--- src/rtl/exi_dump.sv ---
// EXI capture buffer: stores MOSI bytes in a 256-byte ring and, at end of
// message, dumps SYNC_BYTE, length and payload over an 8N1 UART.
module exi_dump #(
   parameter int unsigned CLK_DIV   = 104,
   parameter logic [7:0]  SYNC_BYTE = 8'hA5
) (
   input  logic       clk,
   input  logic       rst,
   input  logic       wr_en,
   input  logic [7:0] wr_addr,
   input  logic [7:0] wr_data,
   input  logic       msg_end,
   output logic       uart_tx,
   output logic       busy,
   output logic       overflow
);

   typedef enum logic [2:0] {
      ST_IDLE      = 3'd0,
      ST_SYNC      = 3'd1,
      ST_LEN       = 3'd2,
      ST_DATA      = 3'd3,
      ST_STOP_WAIT = 3'd4
   } state_t;

   localparam logic [15:0] BAUD_LAST = 16'(CLK_DIV - 32'd1);

   logic [7:0]  mem_r [0:255];
   logic [7:0]  rd_data_r;
   state_t      state_r;
   logic [15:0] baud_cnt_r;
   logic [3:0]  bit_idx_r;
   logic [7:0]  tx_byte_r;
   logic [7:0]  count_r;
   logic [7:0]  msg_start_r;
   logic [7:0]  data_idx_r;
   logic        uart_tx_r;
   logic        busy_r;
   logic        overflow_r;

   logic        wr_accept_s;
   logic        start_s;
   logic        baud_tick_s;
   logic        next_bit_s;
   logic [7:0]  rd_addr_s;

   // Decode write acceptance, frame start, bit timing and the next serial bit.
   always_comb begin
      wr_accept_s = 1'b0;
      start_s     = 1'b0;
      baud_tick_s = 1'b0;
      next_bit_s  = 1'b1;
      rd_addr_s   = 8'd0;
      if (wr_en && !busy_r) begin
         wr_accept_s = 1'b1;
      end else begin
         wr_accept_s = 1'b0;
      end
      // A byte written alongside msg_end counts toward the frame.
      if (msg_end && !busy_r && ((count_r != 8'd0) || wr_accept_s)) begin
         start_s = 1'b1;
      end else begin
         start_s = 1'b0;
      end
      if (baud_cnt_r == BAUD_LAST) begin
         baud_tick_s = 1'b1;
      end else begin
         baud_tick_s = 1'b0;
      end
      if (bit_idx_r < 4'd8) begin
         next_bit_s = tx_byte_r[bit_idx_r[2:0]];
      end else begin
         next_bit_s = 1'b1;
      end
      rd_addr_s = msg_start_r + data_idx_r;
   end

   // Capture RAM with a registered read port that prefetches the next payload byte.
   always_ff @(posedge clk) begin
      if (wr_accept_s) begin
         mem_r[wr_addr] <= wr_data;
      end
      rd_data_r <= mem_r[rd_addr_s];
   end

   // Capture bookkeeping, error flag and the dump/serialiser state machine.
   always_ff @(posedge clk or posedge rst) begin
      if (rst) begin
         state_r     <= ST_IDLE;
         baud_cnt_r  <= 16'd0;
         bit_idx_r   <= 4'd0;
         tx_byte_r   <= 8'd0;
         count_r     <= 8'd0;
         msg_start_r <= 8'd0;
         data_idx_r  <= 8'd0;
         uart_tx_r   <= 1'b1;
         busy_r      <= 1'b0;
         overflow_r  <= 1'b0;
      end else begin
         if (wr_en && busy_r) begin
            overflow_r <= 1'b1;
         end else if (wr_accept_s && (count_r == 8'd255)) begin
            overflow_r <= 1'b1;
         end

         if (wr_accept_s) begin
            if (count_r == 8'd0) begin
               msg_start_r <= wr_addr;
               count_r     <= 8'd1;
            end else if (count_r != 8'd255) begin
               count_r <= count_r + 8'd1;
            end
         end

         case (state_r)
            ST_IDLE: begin
               if (start_s) begin
                  state_r    <= ST_SYNC;
                  tx_byte_r  <= SYNC_BYTE;
                  bit_idx_r  <= 4'd0;
                  baud_cnt_r <= 16'd0;
                  data_idx_r <= 8'd0;
                  uart_tx_r  <= 1'b0;
                  busy_r     <= 1'b1;
               end
            end
            ST_SYNC, ST_LEN, ST_DATA, ST_STOP_WAIT: begin
               if (!baud_tick_s) begin
                  baud_cnt_r <= baud_cnt_r + 16'd1;
               end else begin
                  baud_cnt_r <= 16'd0;
                  if (bit_idx_r != 4'd9) begin
                     bit_idx_r <= bit_idx_r + 4'd1;
                     uart_tx_r <= next_bit_s;
                     // data_idx already points past the byte on the wire.
                     if ((bit_idx_r == 4'd8) && (state_r == ST_DATA) && (data_idx_r == count_r)) begin
                        state_r <= ST_STOP_WAIT;
                     end
                  end else begin
                     bit_idx_r <= 4'd0;
                     case (state_r)
                        ST_SYNC: begin
                           state_r   <= ST_LEN;
                           tx_byte_r <= count_r;
                           uart_tx_r <= 1'b0;
                        end
                        ST_LEN, ST_DATA: begin
                           state_r    <= ST_DATA;
                           tx_byte_r  <= rd_data_r;
                           data_idx_r <= data_idx_r + 8'd1;
                           uart_tx_r  <= 1'b0;
                        end
                        ST_STOP_WAIT: begin
                           state_r    <= ST_IDLE;
                           count_r    <= 8'd0;
                           data_idx_r <= 8'd0;
                           uart_tx_r  <= 1'b1;
                           busy_r     <= 1'b0;
                        end
                        default: begin
                           state_r   <= ST_IDLE;
                           uart_tx_r <= 1'b1;
                           busy_r    <= 1'b0;
                        end
                     endcase
                  end
               end
            end
            default: begin
               state_r   <= ST_IDLE;
               uart_tx_r <= 1'b1;
               busy_r    <= 1'b0;
            end
         endcase
      end
   end

   assign uart_tx  = uart_tx_r;
   assign busy     = busy_r;
   assign overflow = overflow_r;

endmodule

--- config.mk ---
export PLATFORM = sky130hd
export DESIGN_NAME = exi_dump
export DESIGN_NICKNAME = d
export VERILOG_FILES = /design/src/rtl/exi_dump.sv
export SDC_FILE = /design/constraint.sdc
export NUM_CORES = 2
export LEC_CHECK = 0
export ABC_AREA = 0
export CAP_MARGIN = 20
export CORE_ASPECT_RATIO = 0.5
export CORE_MARGIN = 5
export CORE_UTILIZATION = 40
export CTS_BUF_LIST = sky130_fd_sc_hd__clkbuf_4 sky130_fd_sc_hd__clkbuf_8
export DETAILED_ROUTE_END_ITERATION = 16
export PLACE_DENSITY_LB_ADDON = 0.05
export SYNTH_ARGS = -nofsm -noshare
export SYNTH_HDL_FRONTEND = slang
export SYNTH_SLANG_ARGS = --single-unit
--- constraint.sdc ---
create_clock -name clk -period 8.5 [get_ports clk]
set_input_delay 0.85 -clock clk [delete_from_list [all_inputs] [get_ports clk]]
set_output_delay 0.85 -clock clk [all_outputs]
set_load 0.05 [all_outputs]
# Word level (Yosys, flattened, before mapping)
# Memories as Yosys holds them, arrays and structs flattened. A register that Yosys moved wholly into a read port is not among the register bits.
# Cells that the tools add are included.
[word_totals]
n_memories = 1
ram_bits = 2048
out_inout_bits = 3
regBits = 58
wordCells = 110
[memory_table]
columns = ["name", "depth", "word_bits", "read_ports", "rd_ports_with_merged_regs", "write_ports", "line_no", "source"]
rows = [
  ["mem_r", 256, 8, 1, 1, 1, "28", "logic [7:0] mem_r [0:255];"],
]
[op_classes]
addsub = 5
mux = 50
n_eq_ne = 17
n_reduce_logical = 25
order_cmp = 2
[ops]
columns = ["cell", "count"]
rows = [
  ["two-way mux 8 bit", 13],
  ["case mux 8 bit (2 select lines)", 4],
  ["two-way mux 16 bit", 2],
  ["case mux 16 bit (2 select lines)", 1],
  ["two-way mux 1 bit", 17],
  ["adder 16 x 1 -> 16 bit (second input constant)", 1],
  ["adder 8 x 1 -> 8 bit (second input constant)", 2],
  ["equality test 16 x 7 -> 1 bit (second input constant)", 1],
  ["two-way mux 3 bit", 4],
  ["two-way mux 4 bit", 3],
  ["AND reduction 5 bit", 2],
  ["inequality test 3 bit (second input constant)", 3],
  ["adder 8 bit", 1],
  ["equality test 8 bit", 1],
  ["equality test 8 bit (second input constant)", 1],
  ["logical NOT 8 bit", 1],
  ["inequality test 2 bit (second input constant)", 4],
  ["inequality test 8 bit (second input constant)", 1],
  ["case mux 4 bit (2 select lines)", 1],
  ["nonzero test 8 bit", 1],
  ["logical AND 1 bit", 7],
  ["equality test 3 x 2 -> 1 bit (second input constant)", 2],
  ["case mux 3 bit (2 select lines)", 1],
  ["AND reduction 2 bit", 3],
  ["other kinds (19)", 22],
]

# Logic depth before layout (Yosys ltp)
[depth]
word_depth = 8
ltp_mapped = 14
depth_no_buf = 11

# Worst setup path before layout
# No wires, ideal clock.
[synth_path]
path_kind = "register to register"
startpoint = "register data_idx_r[0]"
endpoint = "register rd_data_r[2] (read register of mem_r)"
t_required_ns = 8.379
path_slack_ns = 5.426
setup_ns = 0.121
arrival_time_ns = 2.953
stages_incl_launch_ff = 15
cell_sequence = "dfrtp_1 -> ha_1 -> inv_1 -> fa_1 -> buf_2 -> buf_4 -> clkbuf_1 -> buf_2 -> mux4_2 -> mux2i_1 -> mux2i_1 -> a32oi_1 -> o21ai_0 -> o21ai_0 -> nor3_1"
[synth_between]
elab_chain_len = 1
[synth_lines]
columns = ["element", "line_no", "source"]
rows = [
  ["from (decl)", "36", "logic [7:0] data_idx_r;"],
  ["from (signal assigned)", "150", "data_idx_r <= data_idx_r + 8'd1;"],
  ["adder 8 bit", "75", "rd_addr_s = msg_start_r + data_idx_r;"],
  ["to (decl)", "29", "logic [7:0] rd_data_r;"],
]
# No other way between the ends.
# A chain may end at the register's enable or synchronous reset.

# Worst setup path after layout
# Ends and elaborated chain as after synthesis.

==> impl_metrics.yaml <==
final_layout:
  multi_input_area_mm2: 0.01920
  seq_area_mm2: 0.06311
  fill_cells: 17895
  num-nets-final: 4506
  area_delta_synth_final_pct: 11.56
  drive_gt1_share_pct: 24.96
  final_area_mm2: 0.09299
synth:
  synth_top_family_by_area: "multiplexers"
  synthAdderAreaFrac_pct: 0.2342
  synth_edf_count: 2048
  synthFlopType: "edfxtp_1"
  synth_xor_area_share_pct: 0.3873
  synth_simple_gate_area_share_pct: 5.410
  yosys.cell_types.count: 63
  async_flop_share_pct: 2.744
  ys_seq_area_share_pct: 75.71
  synthMuxAreaShare_pct: 15.19
  syn_avg_cell_area_um2: 19.52
  synth_compound_area_share_pct: 1.620
  netlist_area_mm2: 0.08336
  yosys_warnings: 0
  synth_nets: 4305
  synth_seq_cells: 2114
  synth_cells: 4270
global_route:
  grt_max_degree: 162
  grt.total_usage_pct: 21.38
  gr-total-overflow: 0
  grt_pass1_wl_um: 335800
  grt_pass1_vias: 43529
  antenna_found_initial: 15
die:
  rows: 118
  ios: 23
  initial_core_util_pct: 40.24
  die_x_um: 655.6
  core_mm2: 0.2071
  die_h_um: 332.8
  dieArea_mm2: 0.2182
clocking:
  clock-sinks: 2114
  postCtsHoldBufs: 0
  clockBufferDepth: 4
  root_buffer: "clkbuf_8"
  cts_tree: "built"
  insertion_delay_ns: 0.91
  cts_buffers: 314
  clkTransAtPathRegs_ns: 0.07
  cts_setup_buffers: 0
  cts.repair.resized: 0
  htreeDepth: 5
place:
  place_area_mm2: 0.08705
  dp_hpwl_um: 139400
  pre_cts_ws_ns: 2.497
  gp_congestion: 0.8136
  port_buffers: 22
route:
  num_vias: 42577
  ant_nets: 0
  first_pass_iters: 6
  drc: 0
  avgViaCountPerCell: 5.706
  wl_um: 236300
  wl_per_cell_um: 31.66
  first_iter_violations: 4170
hold_path:
  holdCritPathClass: "input pin to register"
setup_path:
  arrival_ns: 6.32
  cp-end-kind: "register"
  worst_setup_path_start_kind: "register"
  required_ns: 9.29
  crit_fanout: 56
  critical_path_class: "register to register"
pwr:
  p_leak_nw: 29.12
  ir_drop_uv: 99.02
  total_power_mw: 20.46
  powerDensity_mw_per_mm2: 220.0
timing:
  hold_viol_final: 0
  fin_crit_sh_pct: 65.09
  finalSetupViolCount: 0
  max_freq_mhz: 180.7
  tightest_slew_ns: 1.242
  rsz0062_at_grt: "false"
  maxSlewViolCount: 0
  tns_ns: 0
  setup_slack_ns: 2.967
  slew_headroom_pct: 17.22
  fin_crit_ns: 5.533
  skew_ns: 0.03538
flow_run:
  maxCapViolations: 0
status:
  status: "finished, final reports clean"
## per-stage QoR
stage          hold WS [ns]  cells  util (%)
4_1_cts              0.3401   7445     44.82
2_1_floorplan        0.4604   4270         -
6_report             0.3884   7462     44.89
5_1_grt              0.3397   7457     44.89
3_5_place_dp         0.4600   6904     42.03
3_3_place_gp         0.4540   6892     41.96
## flip-flops by register name (all words and copies together), names as in the netlist, 4 cells and up
| name | count |
|---|---|
| mem_r | 2048 |
| baud_cnt_r | 16 |
| count_r | 8 |
| data_idx_r | 8 |
| msg_start_r | 8 |
| rd_data_r | 8 |
| tx_byte_r | 8 |
| bit_idx_r | 4 |
## worst max-delay path, cell delays in order, from the launching register on
cell and delay, ns:
dfrtp_1 0.48, ha_4 0.19, inv_1 0.05, fa_4 1.13, buf_4 0.41, buf_4 0.71
mux4_2 0.42, mux4_2 0.47, o21ai_0 0.41, o21ai_0 0.34, o21ai_0 0.34, clkbuf_4 0.27
nor3_1 0.07
## worst paths after layout
check | start | end | slack [ns] | cells past startpoint
setup / recovery | data_idx_r[0]$_DFFE_PP0P_ | rd_data_r[2]$_DFF_P_ | 2.97 | 12
hold / removal | wr_data[6] | mem_r[78][6]$_DFFE_PP_ | 0.39 | 1
setup reg to reg | data_idx_r[0]$_DFFE_PP0P_ | rd_data_r[2]$_DFF_P_ | 2.97 | 12
hold reg to reg | overflow$_DFFE_PP0P_ | overflow$_DFFE_PP0P_ | 0.48 | 1
max in group asynchronous | rst | baud_cnt_r[8]$_DFFE_PP0P_ | 7.47 | 3
min in group asynchronous | rst | state_r[0]$_DFFE_PP0P_ | 0.50 | 3
## per-layer routing
metal / GRT usage (%) / routed length [µm] / up-vias
met5: 0 / 0 / -
met2: 31.83 / 105400 / 1508
met1: 32.48 / 109100 / 23060
met3: 4.835 / 17710 / 296
li1: - / - / 17713
met4: 4.214 / 4035 / 0
## kinds of logic (layout without fill, tap and decap cells)
kind of cell,Yosys count,after routing
adder cells (fa/ha/maj),15,15
other,0,6
buffers and inverters,262,688
AND/OR/NAND/NOR,1042,1042
multiplexers,595,595
flip-flops,2114,2114
AO/OA/AOI/OAI,206,206
XOR/XNOR,36,36
## layout make-up
cell class              instances  area share [%]
diodes                          6         0.01615
clock buffers                 419           5.562
clock inverters               122          0.6566
inverters                      16         0.06458
multi-input cells            1894           20.64
flip-flops and latches       2114           67.87
well taps                    2760           3.713
repair buffers                131           1.477
## placed cells by master (no fill, tap or decap), drive strengths merged, types with 8 or more instances in the layout
| cell | instances |
|---|---|
| nand2 | 386 |
| nor2 | 315 |
| mux2i | 46 |
| and3 | 23 |
| dfrtp | 57 |
| a32oi | 14 |
| ha | 14 |
| clkinv | 110 |
| nor3 | 17 |
| dfxtp | 8 |
| edfxtp | 2048 |
| xnor2 | 21 |
| buf | 116 |
| nand3 | 209 |
| mux2 | 15 |
| o211ai | 8 |
| inv | 20 |
| o21a | 17 |
| clkdlybuf4s50 | 14 |
| clkbuf | 420 |
| nor2b | 14 |
| xor2 | 15 |
| a21oi | 32 |
| a31oi | 26 |
| o21ai | 59 |
| o22ai | 18 |
| mux4 | 534 |
| nand4 | 55 |
## where the power goes
group          leakage, nW  switching (mW)  internal, mW
Sequential            19.2          0.0233          11.4
Clock                 3.07            3.97          4.01
Combinational         6.83           0.684         0.336
Total                 29.1            4.68          15.8
## synthesized netlist by cell type, types with 17 or more instances
| library cell | n | area [µm²] |
|---|---|---|
| mux2i_1 | 46 | 460.4 |
| nand2_1 | 385 | 1445 |
| o21a_1 | 17 | 127.6 |
| nor2_1 | 315 | 1182 |
| o22ai_1 | 18 | 112.6 |
| buf_2 | 57 | 285.3 |
| edfxtp_1 | 2048 | 61500 |
| and3_1 | 23 | 143.9 |
| nor3_1 | 17 | 85.08 |
| xnor2_1 | 20 | 175.2 |
| buf_4 | 35 | 262.8 |
| a21oi_1 | 30 | 150.1 |
| nand3_1 | 209 | 1046 |
| nand4_1 | 55 | 344.1 |
| mux4_2 | 534 | 12030 |
| o21ai_0 | 56 | 280.3 |
| buf_1 | 29 | 108.9 |
| clkbuf_1 | 122 | 457.9 |
| a31oi_1 | 26 | 162.7 |
| dfrtp_1 | 57 | 1426 |
(Power assumes the default switching activity.)
